--- config.mk ---
export PLATFORM = sky130hd
export DESIGN_NAME = stdp_train_supervisor
export DESIGN_NICKNAME = d
export VERILOG_FILES = /design/src/rtl/stdp_train_supervisor.sv
export SDC_FILE = /design/constraint.sdc
export NUM_CORES = 1
export LEC_CHECK = 0
export CAP_MARGIN = 10
export CORE_UTILIZATION = 54
export CTS_CLUSTER_DIAMETER = 50
export DETAILED_ROUTE_END_ITERATION = 6
export GPL_TIMING_DRIVEN = 0
export PLACE_DENSITY = 0.87
export SKIP_LAST_GASP = 1
export SYNTH_ARGS = -nofsm -noshare
export SYNTH_HDL_FRONTEND = slang
export SYNTH_SLANG_ARGS = --single-unit
--- constraint.sdc ---
create_clock -name clk_i -period 9 [get_ports clk_i]
set_input_delay 1.35 -clock clk_i [delete_from_list [all_inputs] [get_ports clk_i]]
set_output_delay 1.35 -clock clk_i [all_outputs]
set_load 0.005 [all_outputs]
--- src/rtl/stdp_train_supervisor.sv ---
// stdp_train_supervisor: gates STDP/pulse enables per training session, stopping on a spike-count limit or a cycle budget.
module stdp_train_supervisor #(
    parameter int NUM_CH = 10,
    parameter int ADDR_W = 6,
    parameter logic [ADDR_W-1:0] MATCH_ADDR = 6'h30,
    parameter int CNT_W = 4,
    parameter int PULSE_W = 17,
    parameter int TMO_W = 20,
    localparam int WIN_W = $clog2(NUM_CH)
) (
    input  logic                      clk_i,
    input  logic                      rst_i,
    input  logic                      start_i,
    input  logic                      mode_i,
    input  logic [NUM_CH-1:0]         ch_sel_i,
    input  logic [CNT_W-1:0]          spike_limit_i,
    input  logic [TMO_W-1:0]          max_cycles_i,
    input  logic [NUM_CH*ADDR_W-1:0]  addr_i,
    input  logic [PULSE_W-1:0]        pulse_i,
    output logic                      en_stdp_o,
    output logic                      en_pulse_o,
    output logic [PULSE_W-1:0]        pulse_o,
    output logic                      busy_o,
    output logic                      done_o,
    output logic                      timeout_o,
    output logic [WIN_W-1:0]          winner_o,
    output logic [NUM_CH*CNT_W-1:0]   cnt_vec_o
);
    typedef enum logic [1:0] {IDLE, TRAIN, FIN} state_t;
    state_t                    state_q;
    logic [NUM_CH-1:0]         prev_q, sel_q, match, evt, hit, mask;
    logic [NUM_CH*CNT_W-1:0]   cnt_q, cnt_d;
    logic [CNT_W-1:0]          lim_q;
    logic [TMO_W-1:0]          max_q, cyc_q;
    logic                      mode_q, done_q, timeout_q, stop, tmo;
    logic [WIN_W-1:0]          winner_q, win_d;
    // mode 1 treats every channel as a target, so one lowest-index search serves both modes
    always_comb begin
        mask = mode_q ? '1 : sel_q;
        win_d = '0;
        for (int i = NUM_CH - 1; i >= 0; i--) begin
            match[i] = addr_i[i*ADDR_W +: ADDR_W] == MATCH_ADDR;
            evt[i] = match[i] & ~prev_q[i];
            cnt_d[i*CNT_W +: CNT_W] = (evt[i] && cnt_q[i*CNT_W +: CNT_W] != '1) ?
                cnt_q[i*CNT_W +: CNT_W] + CNT_W'(1) : cnt_q[i*CNT_W +: CNT_W];
            hit[i] = mask[i] && ({1'b0, cnt_q[i*CNT_W +: CNT_W]} + (CNT_W+1)'(evt[i])) >= {1'b0, lim_q};
            win_d = hit[i] ? WIN_W'(i) : win_d;
        end
    end
    assign stop = |hit;
    assign tmo = max_q != '0 && cyc_q == max_q - TMO_W'(1);
    always_ff @(posedge clk_i) begin
        if (rst_i) begin
            state_q   <= IDLE;
            prev_q    <= '0;
            cnt_q     <= '0;
            cyc_q     <= '0;
            mode_q    <= 1'b0;
            sel_q     <= '0;
            lim_q     <= '0;
            max_q     <= '0;
            done_q    <= 1'b0;
            timeout_q <= 1'b0;
            winner_q  <= '0;
        end else begin
            prev_q <= match;
            done_q <= 1'b0;
            case (state_q)
                IDLE: if (start_i) begin
                    state_q   <= TRAIN;
                    mode_q    <= mode_i;
                    sel_q     <= ch_sel_i;
                    lim_q     <= spike_limit_i == '0 ? CNT_W'(1) : spike_limit_i;
                    max_q     <= max_cycles_i;
                    cnt_q     <= '0;
                    cyc_q     <= '0;
                    timeout_q <= 1'b0;
                    winner_q  <= '0;
                end
                TRAIN: begin
                    cnt_q <= cnt_d;
                    cyc_q <= cyc_q + TMO_W'(1);
                    if (stop || tmo) begin
                        state_q   <= FIN;
                        done_q    <= 1'b1;
                        timeout_q <= ~stop;
                        winner_q  <= stop ? win_d : winner_q;
                    end
                end
                default: state_q <= IDLE;
            endcase
        end
    end
    assign busy_o     = state_q == TRAIN;
    assign en_stdp_o  = busy_o;
    assign en_pulse_o = busy_o;
    assign pulse_o    = en_pulse_o ? pulse_i : '0;
    assign done_o     = done_q;
    assign timeout_o  = timeout_q;
    assign winner_o   = winner_q;
    assign cnt_vec_o  = cnt_q;
endmodule
### Word-level counts from Yosys, hierarchy flattened

Index checks and enable logic that the tools add are counted.

| word-level totals | value |
|---|---|
| word-level logic and storage cells | 190 |
| register bits | 113 |
| input bits | 115 |
| output and inout bits | 66 |

| operators by class | value |
|---|---|
| bitwise operators | 22 |
| muxes and demuxes | 38 |
| reduce and logical (&&, ||, !) cells | 43 |
| equality and inequality tests | 35 |
| order comparisons | 10 |
| add/sub/neg operators | 22 |

Operator list:

| cell | number |
|---|---|
| 4-bit 2-to-1 mux | 24 |
| 40-bit case mux with 2 select lines | 1 |
| 6-bit == test, second input constant | 10 |
| 4-bit by 1-bit adder with 5-bit output | 10 |
| 5-bit by 4-bit greater-or-equal comparator with 1-bit output | 10 |
| 4-bit by 1-bit adder with 4-bit output, second input constant | 10 |
| 40-bit 2-to-1 mux | 1 |
| 4-bit inequality test, second input constant | 10 |
| 20-bit case mux with 2 select lines | 1 |
| 3-bit AND reduction | 11 |
| 2-bit by 1-bit inequality test with 1-bit output, second input constant | 12 |
| 1-bit logical AND | 21 |
| 20-bit by 1-bit adder with 20-bit output, second input constant | 1 |
| 20-bit == test | 1 |
| 20-bit 2-to-1 mux | 1 |
| 20-bit nonzero test | 1 |
| 20-bit by 1-bit subtractor with 20-bit output, second input constant | 1 |
| 17-bit 2-to-1 mux | 1 |
| 1-bit inverter | 12 |
| 1-bit bitwise AND | 10 |
| 10-bit 2-to-1 mux | 1 |
| 10-bit OR reduction | 1 |
| 4-bit case mux with 2 select lines | 1 |
| 2-bit AND reduction | 3 |
| other kinds (12) | 15 |

### Depth between registers and ports, before layout

| depth | value |
|---|---|
| word-level depth | 18 |
| gate-level depth with buffers | 14 |
| depth with buffers taken out | 14 |

### Least setup slack after synthesis

Ideal clock, no wire load.

| timing path | value |
|---|---|
| path kind | input-to-reg |
| from | input addr_i[37] |
| to | register timeout_q (netlist: timeout_o) |
| library setup time | 70 ps |
| required time | 8930 ps |
| stages | 13 |
| data arrival time | 4232 ps |
| path buffers | 0 |
| slack | 4698 ps |
| path through | or4_1 > nor3_1 > ha_1 > ha_1 > xor2_1 > ha_1 > a21o_1 > a31oi_1 > o22ai_1 > nor4_1 > nand3_1 > or3_1 > o21ai_1 |

| between the ends | value |
|---|---|
| cells in the longest elaborated chain, start to end | 9 |
| elaborated cells between the ends (all ways) | 12 |
| those cells by class | 1 x add/sub; 1 x order compare; 2 x eq/ne; 2 x mux; 2 x bitwise; 4 x reduce/logical |

RTL lines:

| element | RTL line | source |
|---|---|---|
| start, declared | 18 | `input logic [NUM_CH*ADDR_W-1:0] addr_i,` |
| 6-bit == test (*) | 42 | `match[i] = addr_i[i*ADDR_W +: ADDR_W] == MATCH_ADDR;` |
| 1-bit bitwise AND (*) | 43 | `evt[i] = match[i] & ~prev_q[i];` |
| 4-bit by 1-bit adder with 5-bit output (*) | 46 | `hit[i] = mask[i] && ({1'b0, cnt_q[i*CNT_W +: CNT_W]} + (CNT_W+1)'(evt[i])) >= {1'b0, lim_q};` |
| 5-bit by 4-bit greater-or-equal comparator with 1-bit output (*) | 46 |  |
| 1-bit logical AND (*) | 46 |  |
| 10-bit OR reduction (*) | 50 | `assign stop = \|hit;` |
| 1-bit logical OR or 1-bit inverter (tied branches) | 83, 86 |  |
| 2-bit by 1-bit inequality test with 1-bit output (no source line) or 1-bit 2-to-1 mux (tied branches) | -- |  |
| 3-bit AND reduction (no source line) or 1-bit case mux with 2 select lines (tied branches) | -- |  |
| end signal, assigned | 86 | `timeout_q <= ~stop;` |
| end, declared | 35 | `logic mode_q, done_q, timeout_q, stop, tmo;` |

Every way passes the cells marked *; elsewhere a longest branch is shown, timed or not. The select of a mux whose other input is x is not followed.
A chain may end at the register's enable or synchronous reset.

### Worst setup path after layout

| timing path | value |
|---|---|
| from | input addr_i[37] |
| to | register winner_q[2] (netlist: winner_o[2]) |

| between the ends | value |
|---|---|
| cells in the longest elaborated chain, start to end | 15 |
| elaborated cells between the ends (all ways) | 20 |
| those cells by class | 1 x add/sub; 1 x order compare; 3 x eq/ne; 10 x mux; 1 x bitwise; 4 x reduce/logical |

RTL lines:

| element | RTL line | source |
|---|---|---|
| 6-bit == test (*) | 42 |  |
| 1-bit bitwise AND (*) | 43 |  |
| 4-bit by 1-bit adder with 5-bit output (*) | 46 |  |
| 5-bit by 4-bit greater-or-equal comparator with 1-bit output (*) | 46 |  |
| 1-bit logical AND (*) | 46 |  |
| 4-bit 2-to-1 mux (7 in a row) | 47 | `win_d = hit[i] ? WIN_W'(i) : win_d;` |
| 4-bit 2-to-1 mux | 87 | `winner_q <= stop ? win_d : winner_q;` |
| 4-bit 2-to-1 mux | 83 | `if (stop \|\| tmo) begin` |
| 4-bit case mux with 2 select lines | 68 | `case (state_q)` |
| end signal, assigned | 87 |  |
| end, declared | 36 | `logic [WIN_W-1:0] winner_q, win_d;` |

Marked as above.

==> impl_metrics.csv <==
group,metric,value,unit
logic_synthesis,synthTopCellsByCount,"113 x dfxtp_1, 113 x nand2_1, 111 x nor2_1, 72 x ha_1, 58 x a21oi_1",
logic_synthesis,synth.top_cell.area_share,0.317,
routing,drc_errors,0,
power,p_sw,415,µW
worst_setup_path,cp_max_fo,4,
placed_design,place_hpwl,14500,µm
power,p_int,1.10,mW
power,powerDensity,156,nW/µm²
timing,report.final.slew_viol_count,0,
placed_design,numPortBuffers,180,
logic_synthesis,postSynthAreaPerCell,7.92,µm²
global_route,gr-total-overflow,0,
floorplan,core,12700,µm²
cells_and_area,fin_area,9750,µm²
clock_network,clockBufferDepth,2,
cells_and_area,drive_above_1_share,0.0468,
logic_synthesis,synth_edf_count,0,
timing,hold_slack,457,ps
global_route,grt_pass1_wl,31800,µm
worst_setup_path,required,9340,ps
routing,wire_per_inst,16.0,µm
floorplan,io_pins,181,
worst_setup_path,r2r_start,"prev_q[6]$_SDFF_PP0_",
routing,drt-pass1-iter-count,6,
timing,post-route-period-util,0.562,
worst_setup_path,r2r-end,"winner_o[2]$_SDFFE_PP0P_",
clock_network,postCtsSetupRepairBufs,0,
logic_synthesis,synth_area_leaders,"dfxtp_1 32%, ha_1 13%, nand2_1 6.0%, nor2_1 5.8%, xor2_1 4.5%",
timing,tns,0,ps
cells_and_area,antenna-diode-count,0,
cells_and_area,syn2layout_area_growth,36.8,%
logic_synthesis,synth-seq-area-share,0.317,
logic_synthesis,yosys.area.top_type,"dfxtp_1",
cells_and_area,nets,1286,
global_route,grt_max_degree,17,
power,irDropWorstVdd,0.179,mV
run,maxCapViolCount,0,
global_route,antenna_found_initial,0,
logic_synthesis,synth.distinct_cells,60,
timing,rsz0062_at_grt,"no",
floorplan,die_area,13700,µm²
floorplan,die_h,117,µm
logic_synthesis,mappedNetlistArea,7130,µm²
clock_network,cts_buffers,17,
timing,finalHoldViolations,0,
global_route,grt_pass1_vias,6725,
power,clkPwrFrac,0.450,
clock_network,cts_tree,"built",
logic_synthesis,synthArstFlopShare,0,
routing,via_count,7395,
routing,postRouteAntennaNets,0,
clock_network,clkTransAtPathRegs,60,ps
clock_network,cts_resized,0,
logic_synthesis,ys_warn_count,0,
worst_setup_path,cp-end-kind,"flip-flop",
floorplan,die_w,117,µm
clock_network,cts-root-buf,"clkbuf_16",
worst_hold_path,min_path_cells,2,
cells_and_area,final_cells,1284,
logic_synthesis,synth_ff_type,"dfxtp_1",
routing,wl,20600,µm
timing,finalCriticalPeriod,5060,ps
timing,max_freq,198,MHz
timing,slew_headroom,0.478,
clock_network,clock_latency,420,ps
placed_design,place.gp.congestion,0.876,
placed_design,placed_cell_area,9140,µm²
clock_network,hold_buffers,0,
timing,setup_violations,0,
global_route,grt_usage,0.305,
worst_setup_path,worstPathArrival,5400,ps
worst_hold_path,min_from,"lim_q[1]$_SDFFE_PP0P_",
worst_setup_path,worstSetupPathType,"primary input to flip-flop",
run_status,status,"finished clean",
timing,setup_ws,3940,ps
routing,drt_iter0_drc,541,
power,leakagePower,3.92,nW
worst_setup_path,ff2ff_path_depth,12,
timing,tightest_slew,784,ps
power,netSwitchingFraction,0.273,
worst_setup_path,r2r_slack,5500,ps
worst_hold_path,min_to,"lim_q[1]$_SDFFE_PP0P_",
floorplan,num_rows,41,
power,combPwrFrac,0.196,
placed_design,dpl.cell_count,1252,
clock_network,clock-sinks,113,
worst_setup_path,start_kind,"primary input",
placed_design,preCtsSetupSlack,3850,ps
routing,via_per_inst,5.76,
clock_network,htreeDepth,4,
power,pwr-share-seq,0.354,
worst_hold_path,hp-class,"flip-flop to flip-flop",
timing,fin_skew,9.26,ps
logic_synthesis,synth_fp_nets,1087,
floorplan,start_util,0.560,
logic_synthesis,ys_ff_latch,113,
logic_synthesis,synthCells,900,
==> cells by family after synthesis <==
kind of cell / count (synthesis) / share of synthesized area
buffers and inverters: 84 / 0.0474
DFF: 113 / 0.317
and+or+nand+nor: 397 / 0.270
AOI/OAI and AO/OA: 154 / 0.137
xor gates and xnor gates: 63 / 0.0774
muxes: 17 / 0.0251
adders and majority gates: 72 / 0.126
==> registers in the layout (all words and copies together), names as in the netlist <==
register and flops:
timeout_o 1, done_o 1, state_q 2, prev_q 10, mode_q 1, cnt_vec_o 40, cyc_q 20, sel_q 10
lim_q 4, winner_o 4, max_q 20
==> cell type report <==
type | instances | area, µm²
Fill cell | 934 | 2980
Multi-Input combinational cell | 703 | 4530
Sequential cell | 113 | 2260
Buffer | 59 | 244
Tap cell | 172 | 215
Clock inverter | 8 | 101
Inverter | 25 | 93.8
Clock buffer | 24 | 502
Timing Repair Buffer | 180 | 1800
==> worst max-delay path by stage <==
stage	from	endpoint	slack, ps	depth (start not counted)
floorplan	addr_i[37]	timeout_o$_SDFFE_PP0P_	4700	13
global placement	addr_i[37]	winner_o[1]$_SDFFE_PP0P_	3950	14
detailed placement	addr_i[37]	winner_o[1]$_SDFFE_PP0P_	3850	14
CTS	addr_i[37]	winner_o[2]$_SDFFE_PP0P_	4100	14
global route	addr_i[37]	winner_o[2]$_SDFFE_PP0P_	3810	14
finish	addr_i[37]	winner_o[2]$_SDFFE_PP0P_	3940	14
==> power groups by stage <==
stage	Clock (mW)	Sequential (mW)	Combinational, mW
after detailed placement	0	0.546	0.290
final	0.682	0.537	0.298
after global placement	0	0.546	0.282
after global routing	0.708	0.539	0.325
after floorplan	0	0.541	0.169
after CTS	0.684	0.536	0.294
==> worst max-delay path: stages <==
cell             delay, ps
clkdlybuf4s50_1        390
or4_1                  560
nor3_1                 290
ha_1                   240
ha_1                   180
xor2_1                 160
ha_1                   270
a21o_1                 190
a31oi_1                190
o22ai_1                170
nor4_1                 590
a41o_1                 310
nor2b_1                320
o2bb2ai_1              170
==> placed cells by master (no fill, tap or decap), types with 6 or more instances in the layout <==
| cell | Yosys | final |
|---|---|---|
| o21ai_0 | 16 | 16 |
| and3_1 | 14 | 14 |
| a31oi_1 | 24 | 24 |
| nor3_1 | 11 | 11 |
| o22a_1 | 6 | 6 |
| clkbuf_16 | 0 | 17 |
| and2_1 | 22 | 22 |
| and4_1 | 6 | 6 |
| nor4_1 | 15 | 15 |
| nand3_1 | 46 | 46 |
| clkdlybuf4s50_1 | 0 | 180 |
| xor2_1 | 37 | 37 |
| xnor2_1 | 26 | 26 |
| dfxtp_1 | 113 | 113 |
| buf_1 | 9 | 9 |
| ha_1 | 72 | 72 |
| a21o_1 | 12 | 12 |
| a21oi_1 | 58 | 58 |
| nand2_1 | 113 | 113 |
| nand4_1 | 16 | 16 |
| mux2_2 | 7 | 7 |
| clkbuf_1 | 46 | 48 |
| nor2_1 | 111 | 111 |
| nand2b_1 | 13 | 13 |
| mux2i_1 | 10 | 10 |
| o22ai_1 | 7 | 7 |
| inv_1 | 25 | 25 |
==> metal layers <==
layer / GRT usage / part of all wire / vias to the layer above
met3: 0.0700 / 0.072 / 79
met1: 0.341 / 0.39 / 3428
met2: 0.538 / 0.50 / 334
met5: 0 / 0 / -
met4: 0.163 / 0.043 / 0
li1: - / - / 3554
==> per-stage QoR <==
stage | util | power (mW)
floorplan | - | 0.709
global placement | 0.719 | 0.828
detailed placement | 0.719 | 0.836
CTS | 0.766 | 1.52
global route | 0.766 | 1.57
finish | 0.766 | 1.52
(Power assumes the default switching activity.)
